<file path="src/rtl/serial_to_par_rx.sv">
// Serial-to-parallel lane receiver: hunts for the IDLE comma at any bit offset,
// locks the byte boundary after LOCK_CNT aligned IDLE bytes, then emits one byte per 8 clocks.
module serial_to_par_rx #(
    parameter logic [7:0]  IDLE     = 8'hBC,
    parameter int unsigned LOCK_CNT = 4
) (
    input  logic       clk_8f,
    input  logic       reset,
    input  logic       data_in,
    output logic [7:0] data_out,
    output logic       valid_out,
    output logic       byte_strobe,
    output logic       active
);

    localparam int unsigned BYTE_W = 8;
    localparam int unsigned CNT_W  = 3;
    localparam int unsigned IDLE_W = 4;
    localparam logic [IDLE_W-1:0] LP_LOCK = IDLE_W'(LOCK_CNT);

    typedef enum logic [1:0] {
        HUNT   = 2'd0,
        ALIGN  = 2'd1,
        LOCKED = 2'd2
    } state_t;

    state_t              r_state;
    logic [BYTE_W-1:0]   r_sr;
    logic [CNT_W-1:0]    r_bit_cnt;
    logic [IDLE_W-1:0]   r_idle_cnt;

    logic [BYTE_W-1:0]   w_nxt;
    logic                w_is_idle;
    logic                w_boundary;

    // Shift-register contents after this edge's sample; boundary = last bit of a byte.
    assign w_nxt      = {r_sr[BYTE_W-2:0], data_in};
    assign w_is_idle  = (w_nxt == IDLE);
    assign w_boundary = (r_bit_cnt == CNT_W'(7));

    always_ff @(posedge clk_8f) begin
        if (reset) begin
            r_state     <= HUNT;
            r_sr        <= '0;
            r_bit_cnt   <= '0;
            r_idle_cnt  <= '0;
            data_out    <= '0;
            valid_out   <= 1'b0;
            byte_strobe <= 1'b0;
            active      <= 1'b0;
        end else begin
            r_sr        <= w_nxt;
            byte_strobe <= 1'b0;
            case (r_state)
                HUNT: begin
                    if (w_is_idle) begin
                        r_state    <= ALIGN;
                        r_bit_cnt  <= '0;
                        r_idle_cnt <= IDLE_W'(1);
                    end
                end
                ALIGN: begin
                    r_bit_cnt <= r_bit_cnt + CNT_W'(1);
                    if (w_boundary) begin
                        if (w_is_idle) begin
                            r_idle_cnt <= r_idle_cnt + IDLE_W'(1);
                            // Lock edge itself does not strobe; first byte comes 8 edges later.
                            if ((r_idle_cnt + IDLE_W'(1)) == LP_LOCK) begin
                                r_state <= LOCKED;
                                active  <= 1'b1;
                            end
                        end else begin
                            r_state    <= HUNT;
                            r_idle_cnt <= '0;
                        end
                    end
                end
                LOCKED: begin
                    r_bit_cnt <= r_bit_cnt + CNT_W'(1);
                    if (w_boundary) begin
                        data_out    <= w_nxt;
                        valid_out   <= ~w_is_idle;
                        byte_strobe <= 1'b1;
                    end
                end
                default: begin
                    r_state <= HUNT;
                end
            endcase
        end
    end

endmodule

</file>
<file path="config.mk">
export PLATFORM = sky130hd
export DESIGN_NAME = serial_to_par_rx
export DESIGN_NICKNAME = d
export VERILOG_FILES = /design/src/rtl/serial_to_par_rx.sv
export SDC_FILE = /design/constraint.sdc
export NUM_CORES = 1
export LEC_CHECK = 0
export CAP_MARGIN = 30
export CORE_UTILIZATION = 44
export DETAILED_ROUTE_END_ITERATION = 6
export PLACE_DENSITY = 0.73
export REMOVE_ABC_BUFFERS = 1
export SYNTH_ARGS = -nofsm -noshare
export SYNTH_HDL_FRONTEND = slang
export SYNTH_SLANG_ARGS = --single-unit
</file>
<file path="constraint.sdc">
create_clock -name clk_8f -period 3.99 [get_ports clk_8f]
set_input_delay 0.798 -clock clk_8f [delete_from_list [all_inputs] [get_ports clk_8f]]
set_output_delay 0.798 -clock clk_8f [all_outputs]
set_load 0.02 [all_outputs]
</file>
; Word level (Yosys, flattened, before mapping)
; Index checks and enable logic that the tools add are counted.
[totals]
output_inout_bits = 11
elab_cells = 42
input_bits = 3
mem_bits_rw = 0
memories = 0
register_bits = 27
romBits = 0
latchBits = 0
[op_classes]
magnitude_cmp = 0
div = 0
multipliers = 0
addsub = 2
mux = 12
n_eq_ne = 8
shifts = 0
bitwise_logic = 2
reduce_logical = 10
[ops]
columns = operator, n
row1 = $mux 4, 3
row2 = $eq 8x8->1 const B, 1
row3 = $mux 2, 4
row4 = $pmux 4 s2, 1
row5 = $reduce_and 4->1, 2
row6 = $pmux 2 s3, 1
row7 = $pmux 3 s2, 1
row8 = $add 4x1->4 const B, 1
row9 = $eq 4x3->1 const B, 1
row10 = $ne 2x2->1 const B, 2
row11 = $reduce_and 2->1, 2
row12 = $reduce_bool 2->1, 2
row13 = $reduce_or 2->1, 2
row14 = $add 3x1->3 const B, 1
row15 = $eq 3x3->1 const B, 1
row16 = $mux 3, 1
row17 = $ne 3x3->1 const B, 1
row18 = $reduce_and 3->1, 1
row19 = $eq 2x1->1 const B, 1
row20 = $eq 2x2->1 const B, 1
row21 = $logic_not 2->1, 1
row22 = $not 1->1, 2
row23 = $mux 1, 1

; Logic depth before layout (Yosys ltp)
[logic_depth]
word_depth = 6
depth_mapped = 6
ltp_nobuf = 6

; Least setup slack after synthesis
; Ideal clock, no wire load.
[synth_timing]
path_type = input to register
startpoint = input port data_in
endpoint = register r_idle_cnt[1]
path_buffers = 0
required_ns = 3.862
slack_ns = 2.094
setup_time_ns = 0.128
path_stages = 5
arrival_ns = 1.768
cell_sequence = and4bb_2 nand2_4 a211o_1 a22oi_1 nor2_1
[synth_between]
elab_chain_len = 4
elab_cells_between_ends = 6
cone_classes = eq/ne: 2 / mux: 3 / reduce/logical: 1
[synth_lines]
columns = element, line
row1 = "start, declared", 9  ; input logic data_in,
row2 = $eq 8x8->1 *, 38  ; assign w_is_idle = (w_nxt == IDLE);
row3 = $mux 4, 65  ; if (w_is_idle) begin
row4 = $mux 4, 64  ; if (w_boundary) begin
row5 = $pmux 4 s2, 54  ; case (r_state)
row6 = "end signal, assigned", 66  ; r_idle_cnt <= r_idle_cnt + IDLE_W'(1);
row7 = "end, declared", 30  ; logic [IDLE_W-1:0] r_idle_cnt;
; Mark *: on every way between the ends. The rest lies on a longest branch, timed or not. The select of a mux whose other input is x is not followed.
; A chain may end at the register's enable or synchronous reset.

; Worst setup path in the final report
; Ends and elaborated chain as after synthesis.

==> results_dict.tcl <==
set metrics [dict create \
    place_congestion 0.787 \
    cts.path.max_buffers 2 \
    cts_sinks 27 \
    grt_pass1_wl_mm 3.44 \
    drt-wirelength-per-cell_um 11.9 \
    yosysSeqAreaShare_pct 46.9 \
    detail_route.first_pass.iterations 4 \
    synthXorXnorAreaFrac_pct 0 \
    worstMarginPinSlew_ns 0.979 \
    grt_max_degree 29 \
    syn_area_per_cell_sq_um 9.00 \
    core_area_sq_um 2480 \
    period_share_pct 53.1 \
    portBuffers 13 \
    die-height_um 53.2 \
    clk_latency_ns 0.32 \
    drive_gt1_share_pct 5.67 \
    synth.distinct_cells 29 \
    cp_num_buf_inv 1 \
    die_w_um 53.2 \
    hold_buffers 0 \
    rsz0062_at_grt "no" \
    synthSimpleGateAreaFrac_pct 24.9 \
    status "complete, no violations" \
    yosys-top-cells-count "dfxtp_1, nand2_1, a21oi_1, nor2_1" \
    clock_skew_ns 0.00412 \
    min_path_cells 2 \
    antenna_found_initial 0 \
    timing.fmax_mhz 472 \
    wl_mm 2.03 \
    yosysMostFrequentCell "dfxtp_1" \
    ios 14 \
    tns_ns 0 \
    ant_nets 0 \
    max_stage_delay_ns 0.45 \
    reg2reg_depth 6 \
    setup_viol 0 \
    worstPathRequired_ns 4.18 \
    hp-class "reg2reg" \
    ys_top_cells_by_area "dfxtp_1, ha_1, a21oi_1, nand2_1, nor2b_1" \
    track_usage_pct 17.4 \
    drtIter0Drc 9 \
    ir_drop_uv 295 \
    cts_made_buffers 3 \
    routed-via-count 877 \
    grt_pass1_vias 813 \
    htreeDepth 1 \
    area_delta_synth_final_pct 15.5 \
    timing.final.ws_setup_ns 1.87 \
    synthAdderAreaFrac_pct 8.69 \
    netlist_instances 128 \
    synth_edf_count 0 \
    drv_slew 0 \
    synth_top_family_by_area "simple AND/OR/NAND/NOR gates" \
    worstSetupPathType "in2reg" \
    dp_hpwl_mm 1.54 \
    diodes 0 \
    ys_async_sr_fraction_pct 0 \
    ys_ff_latch 27 \
    slew_headroom_pct 34.5 \
    yosysTopAreaCell "dfxtp_1" \
    synthMuxAreaShare_pct 1.74 \
    slowest_stage "clkdlybuf4s50_1" \
    die_area_sq_um 2830 \
    root_buffer "clkbuf_4" \
    cts_setup_buffers 0 \
    finalHoldViolCount 0 \
    yosysWarnings 0 \
    path_cells "clkdlybuf4s50_1 -> and4bb_2 -> nand2_4 -> a211o_1 -> a22oi_1 -> nor2_1" \
    crit_arrival_ns 2.31 \
    clk_pin_slew_worst_paths_ns 0.13 \
    pre_cts_ws_ns 1.52 \
    start_util_pct 46.5 \
    worstPathMaxFanout 6 \
    synth_compound_area_share_pct 15.9 \
    crit_path_start_kind "primary input" \
    cts_tree "built" \
    path_delay_family "compound AO/OA/AOI/OAI gates" \
    p_leak_nw 0.530 \
    ys.flop_type "dfxtp_1" \
    max-cap-violations 0 \
    via_per_inst 5.13 \
    rows 18 \
    synth_top_area_share_pct 46.9 \
    drc 0 \
    cp.depth 6 \
    fill_cells 244 \
    fin_nets 153 \
    syn-cell-area_sq_um 1150 \
    power.density_nw_per_um2 296 \
    worstSetupEndpointType "flip-flop" \
    finalCriticalPeriod_ns 2.12 \
    grt.overflow.total 0 \
    cts.repair.resized 0 \
]
## metrics by stage
step,instances,instance area (sq um),util (%),power (mW),hold WS (ns)
after CTS,171,1330,53.7,0.401,0.467
final,171,1330,53.7,0.394,0.467
after floorplan,124,1140,-,0.280,0.421
after detailed placement,167,1310,52.7,0.286,0.448
after global placement,167,1310,52.7,0.286,0.442
after global routing,171,1330,53.7,0.416,0.488
## worst reg2reg max path, cell delays in order (launching register included)
cell	delay, ns
dfxtp_1	0.35
ha_1	0.20
ha_1	0.24
nor2b_1	0.30
a211o_1	0.23
mux2i_1	0.20
nor2_1	0.05
## cell type report
type                            instances  area [sq um]  area share, %
Sequential cell                        27           541           40.6
Tap cell                               30          37.5           2.82
Inverter                                2          7.51          0.564
Multi-Input combinational cell         95           589           44.3
Clock buffer                            4          26.3           1.97
Timing Repair Buffer                   13           130           9.77
## placed cells by master, fill, tap and decap left out, types with 2 or more instances in the layout
cell type / instances
nor2_1: 10
mux2i_1: 2
a21oi_1: 16
nor2b_1: 8
dfxtp_1: 27
inv_1: 2
o21ai_0: 3
clkdlybuf4s50_1: 13
clkbuf_4: 3
nand2_1: 21
o21ai_1: 3
and2_1: 2
nand2b_1: 4
nand3_1: 4
ha_1: 8
## cell families after synthesis
| logic type | Yosys count |
|---|---|
| and+or+nand+nor | 56 |
| AOI/OAI and AO/OA | 29 |
| DFF | 27 |
| adders and majority gates | 8 |
| buffers and inverters | 6 |
| muxes | 2 |
## layer usage
| metal | vias up | part of all wire (%) | global-route usage, % |
|---|---|---|---|
| li1 | 459 | - | - |
| met1 | 403 | 48 | 20.3 |
| met2 | 11 | 48 | 29.5 |
| met3 | 4 | 2.9 | 6.03 |
| met4 | 0 | 0.84 | 5.26 |
| met5 | - | 0 | 0 |
## final timing paths
| kind | startpoint | to | slack, ns |
|---|---|---|---|
| max | data_in | r_idle_cnt[1] | 1.87 |
| min | r_sr[6] | data_out[7] | 0.47 |
| max reg2reg | r_bit_cnt[0] | r_idle_cnt[0] | 2.30 |
| min reg2reg | r_sr[6] | data_out[7] | 0.47 |
## power breakdown
part	internal (mW)	leakage, nW	switching (mW)	total (mW)
combinational	0.00332	0.297	0.00504	0.00836
sequential	0.271	0.218	0.00122	0.272
clock	0.0391	0.0150	0.0743	0.113
## flip-flops by register name, indices dropped and copies added, names as in the netlist
signal / cells
data_out: 8
r_sr: 7
r_idle_cnt: 4
r_bit_cnt: 3
r_state: 2
active: 1
byte_strobe: 1
valid_out: 1
Note: power is estimated with default switching activity, not from simulation.
